--- config.mk ---
export PLATFORM = sky130hd
export DESIGN_NAME = cache_miss_ctrl
export DESIGN_NICKNAME = d
export VERILOG_FILES = /design/src/rtl/bus_integrate_pkg.sv /design/src/rtl/dma_wait_timer.sv /design/src/rtl/cache_miss_ctrl.sv
export SDC_FILE = /design/constraint.sdc
export NUM_CORES = 1
export LEC_CHECK = 0
export ABC_AREA = 1
export CAP_MARGIN = 0
export CORE_ASPECT_RATIO = 2
export CORE_UTILIZATION = 46
export CTS_BUF_LIST = sky130_fd_sc_hd__clkbuf_2 sky130_fd_sc_hd__clkbuf_4 sky130_fd_sc_hd__clkbuf_8
export CTS_CLUSTER_DIAMETER = 50
export DETAILED_ROUTE_END_ITERATION = 8
export PLACE_DENSITY_LB_ADDON = 0.08
export SLEW_MARGIN = 20
export SYNTH_ARGS = -nofsm -noshare
export SYNTH_HDL_FRONTEND = slang
export SYNTH_HIERARCHICAL = 1
export SYNTH_SLANG_ARGS = --single-unit
--- constraint.sdc ---
create_clock -name cpu_clk -period 3.48 [get_ports cpu_clk]
set_input_delay 1.044 -clock cpu_clk [delete_from_list [all_inputs] [get_ports cpu_clk]]
set_output_delay 1.044 -clock cpu_clk [all_outputs]
set_load 0.01 [all_outputs]
--- src/rtl/bus_integrate_pkg.sv ---
// Shared definitions for the cache/DMA integration blocks: miss FSM encoding
// and cache-line geometry.
package bus_integrate;

  localparam int DEFAULT_LINE_WORDS = 8;

  // Byte-offset bits within a line of 32-bit words.
  function automatic int line_offset_bits(input int line_words);
    return $clog2(line_words * 4);
  endfunction

  localparam int LINE_OFFSET_W = line_offset_bits(DEFAULT_LINE_WORDS);

  typedef enum logic [3:0] {
    ST_IDLE,
    ST_WB_REQ,
    ST_WB_WAIT,
    ST_WB_DRAIN,
    ST_RF_REQ,
    ST_RF_WAIT,
    ST_RF_DRAIN,
    ST_RESP,
    ST_ERR
  } miss_state_e;

  // States in which the DMA done timeout is running.
  function automatic logic is_timed_state(input miss_state_e s);
    return (s == ST_WB_WAIT) || (s == ST_WB_DRAIN) ||
           (s == ST_RF_WAIT) || (s == ST_RF_DRAIN);
  endfunction

endpackage

--- src/rtl/dma_wait_timer.sv ---
// Saturating cycle counter bounding how long the miss controller waits on a
// DMA done level; expired flags the last allowed cycle.
module dma_wait_timer #(
  parameter int TIMEOUT_CYCLES = 1024,
  parameter int TO_WIDTH       = 16
) (
  input  logic cpu_clk,
  input  logic cpu_rst_n,
  input  logic clear,
  input  logic enable,
  output logic expired
);

  localparam logic [TO_WIDTH-1:0] LIMIT = TO_WIDTH'(TIMEOUT_CYCLES - 1);

  logic [TO_WIDTH-1:0] count;

  always_ff @(posedge cpu_clk or negedge cpu_rst_n) begin
    if (!cpu_rst_n) begin
      count <= '0;
    end else if (clear) begin
      count <= '0;
    end else if (enable && (count != '1)) begin
      count <= count + TO_WIDTH'(1);
    end
  end

  assign expired = (count == LIMIT);

endmodule

--- src/rtl/cache_miss_ctrl.sv ---
// Cache miss controller: optional dirty-line write-back, then line refill,
// sequenced over the DMA happen/done handshake with a per-wait timeout.
module cache_miss_ctrl
  import bus_integrate::*;
#(
  parameter int ADDR_WIDTH      = 32,
  parameter int BURST_LEN_WIDTH = 8,
  parameter int LINE_WORDS      = DEFAULT_LINE_WORDS,
  parameter int TIMEOUT_CYCLES  = 1024,
  parameter int TO_WIDTH        = 16
) (
  input  logic                       cpu_clk,
  input  logic                       cpu_rst_n,
  input  logic                       miss_valid,
  input  logic [ADDR_WIDTH-1:0]      miss_addr,
  input  logic                       victim_dirty,
  input  logic [ADDR_WIDTH-1:0]      victim_addr,
  output logic                       miss_ready,
  output logic                       refill_done,
  output logic                       miss_error,
  output logic                       busy,
  output logic                       dma_write_back_happen,
  output logic [ADDR_WIDTH-1:0]      dma_write_back_addr,
  output logic [BURST_LEN_WIDTH-1:0] dma_write_back_burst_len,
  input  logic                       dma_write_back_done,
  output logic                       dma_page_fault_happen,
  output logic [ADDR_WIDTH-1:0]      dma_page_fault_addr,
  output logic [BURST_LEN_WIDTH-1:0] dma_page_fault_burst_len,
  input  logic                       dma_page_fault_done
);

  localparam int OFF_W = (LINE_WORDS == DEFAULT_LINE_WORDS) ? LINE_OFFSET_W
                                                            : line_offset_bits(LINE_WORDS);
  localparam logic [ADDR_WIDTH-1:0] LINE_MASK =
    ~((ADDR_WIDTH'(1) << OFF_W) - ADDR_WIDTH'(1));
  localparam logic [BURST_LEN_WIDTH-1:0] BURST_LEN = BURST_LEN_WIDTH'(LINE_WORDS);

  miss_state_e state, next_state;
  logic        accept;
  logic        expired;
  logic        timer_clear;
  logic        timer_enable;
  logic        dirty_q;
  logic [BURST_LEN_WIDTH-1:0] burst_q;

  assign accept     = (state == ST_IDLE) && miss_valid;
  assign miss_ready = accept && cpu_rst_n;

  // The timer restarts whenever a different wait/drain state is entered.
  assign timer_enable = is_timed_state(state);
  assign timer_clear  = is_timed_state(next_state) && (next_state != state);

  dma_wait_timer #(
    .TIMEOUT_CYCLES(TIMEOUT_CYCLES),
    .TO_WIDTH      (TO_WIDTH)
  ) u_timer (
    .cpu_clk  (cpu_clk),
    .cpu_rst_n(cpu_rst_n),
    .clear    (timer_clear),
    .enable   (timer_enable),
    .expired  (expired)
  );

  always_comb begin
    next_state = state;
    case (state)
      ST_IDLE:     if (miss_valid) next_state = victim_dirty ? ST_WB_REQ : ST_RF_REQ;
      ST_WB_REQ:   next_state = dirty_q ? ST_WB_WAIT : ST_RF_REQ;
      ST_WB_WAIT:  if (expired) next_state = ST_ERR;
                   else if (dma_write_back_done) next_state = ST_WB_DRAIN;
      ST_WB_DRAIN: if (expired) next_state = ST_ERR;
                   else if (!dma_write_back_done) next_state = ST_RF_REQ;
      ST_RF_REQ:   next_state = ST_RF_WAIT;
      ST_RF_WAIT:  if (expired) next_state = ST_ERR;
                   else if (dma_page_fault_done) next_state = ST_RF_DRAIN;
      ST_RF_DRAIN: if (expired) next_state = ST_ERR;
                   else if (!dma_page_fault_done) next_state = ST_RESP;
      ST_RESP:     next_state = ST_IDLE;
      ST_ERR:      next_state = ST_IDLE;
      default:     next_state = ST_IDLE;
    endcase
  end

  always_ff @(posedge cpu_clk or negedge cpu_rst_n) begin
    if (!cpu_rst_n) state <= ST_IDLE;
    else            state <= next_state;
  end

  // Strobes are registered off next_state so they line up with the state.
  always_ff @(posedge cpu_clk or negedge cpu_rst_n) begin
    if (!cpu_rst_n) begin
      busy                  <= 1'b0;
      dma_write_back_happen <= 1'b0;
      dma_page_fault_happen <= 1'b0;
      refill_done           <= 1'b0;
      miss_error            <= 1'b0;
      dma_write_back_addr   <= '0;
      dma_page_fault_addr   <= '0;
      dirty_q               <= 1'b0;
      burst_q               <= '0;
    end else begin
      busy                  <= (next_state != ST_IDLE);
      dma_write_back_happen <= (next_state == ST_WB_REQ);
      dma_page_fault_happen <= (next_state == ST_RF_REQ);
      refill_done           <= (next_state == ST_RESP);
      miss_error            <= (next_state == ST_ERR);
      if (accept) begin
        dma_write_back_addr <= victim_addr & LINE_MASK;
        dma_page_fault_addr <= miss_addr & LINE_MASK;
        dirty_q             <= victim_dirty;
        burst_q             <= BURST_LEN;
      end
    end
  end

  assign dma_write_back_burst_len = burst_q;
  assign dma_page_fault_burst_len = burst_q;

endmodule
==> impl_metrics.env <==
export IMPL_min_period_over_period=0.917
export IMPL_cts_tree="done"
export IMPL_grt_max_degree=70
export IMPL_dpl_worst_slack_ns=-0.00105
export IMPL_dieArea_mm2=0.00925
export IMPL_leakagePower_nw=2.84
export IMPL_die_w_um=68.5
export IMPL_synth_area_mux_share=0
export IMPL_nets=737
export IMPL_cts_inserted_buffers=9
export IMPL_synth_warnings=6
export IMPL_grt_pass1_vias=3417
export IMPL_design_area_mm2=0.00551
export IMPL_crit_type="primary input to output pin"
export IMPL_viasPerCell=4.84
export IMPL_drc=0
export IMPL_antenna_found_initial=0
export IMPL_tns_ns=0
export IMPL_h_tree_depth=3
export IMPL_seq_area_frac_synth=0.498
export IMPL_min_from="dma_write_back_addr[10]$_DFFE_PN0P_"
export IMPL_ff2ff_path_depth=21
export IMPL_synth_compound_gate_area_share=0.0178
export IMPL_dp_hpwl_um=7490
export IMPL_placed_area_mm2=0.00526
export IMPL_worstHoldEndpoint="dma_write_back_addr[10]$_DFFE_PN0P_"
export IMPL_cap_viol_max_count=0
export IMPL_maxSlewViolCount=0
export IMPL_synthSimpleGateAreaFrac=0.369
export IMPL_fin_ws_ns=0.290
export IMPL_die_h_um=135
export IMPL_fillers=802
export IMPL_synth_area_mm2=0.00407
export IMPL_setup_worst_path_end_class="output pin"
export IMPL_drive_gt1_frac=0.0820
export IMPL_synth_top_family_by_area="simple AND/OR/NAND/NOR gates"
export IMPL_worstSetupStartpointType="primary input"
export IMPL_ys_types=28
export IMPL_drt_iter0_markers=247
export IMPL_clock_sinks=81
export IMPL_p_per_area_mw_per_mm2=815
export IMPL_power_mw=4.49
export IMPL_max_slew_margin=0.412
export IMPL_utilization=0.642
export IMPL_synth_fa_ha_area_frac=0.00307
export IMPL_p_sw_frac=0.393
export IMPL_core_mm2=0.00859
export IMPL_grt_usage=0.228
export IMPL_ys_ff_latch=81
export IMPL_p_sw_mw=1.76
export IMPL_arrival_ns=2.15
export IMPL_clk_latency_ns=0.36
export IMPL_avgSynthCellArea_um2=7.50
export IMPL_synthCells=543
export IMPL_num_vias=3735
export IMPL_crit_fanout=2
export IMPL_ctsHoldBuffers=0
export IMPL_io_pins=156
export IMPL_antenna_cells=0
export IMPL_place_congestion=1.04
export IMPL_internal_power_mw=2.73
export IMPL_wirelength_um=10300
export IMPL_outcome="finished, final reports clean"
export IMPL_worstMarginPinSlew_ns=0.882
export IMPL_fmax_mhz=313
export IMPL_grt_pass1_wl_um=15800
export IMPL_hold_viol_final=0
export IMPL_wl_per_cell_um=13.3
export IMPL_synthXorXnorAreaFrac=0.00645
export IMPL_seq_power_share=0.332
export IMPL_root_buffer="clkbuf_8"
export IMPL_fin_skew_ns=0.00723
export IMPL_rsz0062_at_grt="false"
export IMPL_finalSetupViolations=0
export IMPL_hp_class="register to register"
export IMPL_grt_ovfl_total=0
export IMPL_pwr_share_clk=0.171
export IMPL_area_growth_syn_to_layout_pct=35.4
export IMPL_max_vdd_ir_drop_mv=0.427
export IMPL_port_buffers=121
export IMPL_start_util=0.474
export IMPL_clk_pin_slew_ns=0.08
export IMPL_period_minus_slack_ns=3.19
export IMPL_rows=48
export IMPL_detail_route_first_pass_iterations=6
export IMPL_r2r_start="u_timer/count[0]$_DFFE_PN0P_"
export IMPL_r2r_end="u_timer/count[11]$_DFFE_PN0P_"
export IMPL_cp_required_ns=2.44
export IMPL_r2r_slack_ns=0.38
export IMPL_ant_nets=0
export IMPL_clockBufferDepth=2
export IMPL_hold_depth=2
export IMPL_combPwrFrac=0.497
power by group through the flow:
| stage | Clock [mW] | Sequential [mW] | Combinational (mW) |
|---|---|---|---|
| CTS | 0.789 | 1.49 | 2.14 |
| detailed placement | 0 | 1.50 | 2.14 |
| floorplan | 0 | 1.62 | 1.09 |
| global placement | 0 | 1.49 | 2.09 |
| global route | 0.829 | 1.53 | 2.48 |
| finish | 0.767 | 1.49 | 2.23 |
layer usage:
layer,part of all wire,vias up,GRT usage
met5,0,-,0
met4,0.026,0,0.103
met3,0.060,21,0.0498
met2,0.53,121,0.389
met1,0.38,1738,0.261
li1,-,1855,-
registers in the layout, summed over array words and instances (netlist names):
| signal | flops |
|---|---|
| dma_page_fault_burst_len | 1 |
| dma_write_back_addr | 27 |
| busy | 1 |
| dma_page_fault_addr | 27 |
| dirty_q | 1 |
| dma_page_fault_happen | 1 |
| miss_error | 1 |
| state | 4 |
| refill_done | 1 |
| dma_write_back_happen | 1 |
| u_timer/count | 16 |
how the worst max path moves through the flow:
stage / from / endpoint / slack (ns) / cells after the start
2_1_floorplan: u_timer/count[0]$_DFFE_PN0P_ / u_timer/count[2]$_DFFE_PN0P_ / 0.56 / 19
3_3_place_gp: miss_valid / miss_ready / -0.02 / 6
3_5_place_dp: miss_valid / miss_ready / -0.001 / 6
4_1_cts: miss_valid / miss_ready / 0.26 / 6
5_1_grt: u_timer/count[0]$_DFFE_PN0P_ / u_timer/count[7]$_DFFE_PN0P_ / 0.04 / 21
6_report: miss_valid / miss_ready / 0.29 / 6
repair_timing:
action                                  4_1_cts  5_1_grt
buffers inserted                              0        2
endpoints found under the setup margin        1       12
pin swaps                                     0        1
resized for setup                             1        1
synthesized netlist by cell type (all sizes together):
master | number | area, um2
a21oi | 3 | 15.0
buf | 37 | 270
clkbuf | 4 | 15.0
conb | 1 | 3.75
dfrtp | 81 | 2030
ha | 1 | 12.5
inv | 38 | 143
nand2 | 264 | 998
nand3 | 24 | 130
nand3b | 2 | 15.0
nand4 | 9 | 56.3
nor2 | 60 | 273
nor3 | 2 | 10.0
nor4 | 1 | 6.26
o21ai | 10 | 50.0
o21bai | 1 | 7.51
or2 | 2 | 12.5
xnor2 | 2 | 17.5
xor2 | 1 | 8.76
worst max-delay path, cell delays in order:
cell	delay, ns
clkdlybuf4s50_1	0.48
inv_1	0.07
nor2_4	0.11
inv_2	0.04
nor2_1	0.07
dlygate4sd2_1	0.32
per-stage QoR:
step / hold slack, ns / std cells
2_1_floorplan: 0.467 / 566
3_3_place_gp: 0.453 / 753
3_5_place_dp: 0.457 / 753
4_1_cts: 0.478 / 769
5_1_grt: 0.494 / 771
6_report: 0.475 / 771
cell type report:
cell class | instances | area, um2 | area share
timing repair buffer | 130 | 1290 | 0.234
inverter | 38 | 143 | 0.0259
clock inverter | 6 | 90.1 | 0.0163
clock buffer | 10 | 131 | 0.0238
sequential | 81 | 2030 | 0.368
multi-input combinational | 406 | 1710 | 0.310
tap | 100 | 125 | 0.0227
cells in the final DEF, fill, tap and decap left out, types with 3 or more instances in the layout:
master           instances
nand2_1                261
nor2_4                   4
inv_2                    9
inv_1                   29
nor2_1                  47
clkdlybuf4s50_1        119
o21ai_0                  9
a21oi_1                  3
clkbuf_8                 9
nand2_2                  3
nor2_2                   9
buf_4                    9
nand4_1                  9
nand3_1                 22
conb_1                  24
dfrtp_1                 81
cells by family (layout without fill, tap and decap cells):
kind of cell	Yosys count	after routing
buffers and inverters	79	184
AO/OA/AOI/OAI	14	14
flip-flops	81	81
XOR/XNOR	3	3
adder cells (fa/ha/maj)	1	1
other	1	24
AND/OR/NAND/NOR	364	364
No activity file was read; power rests on OpenSTA's default activity.
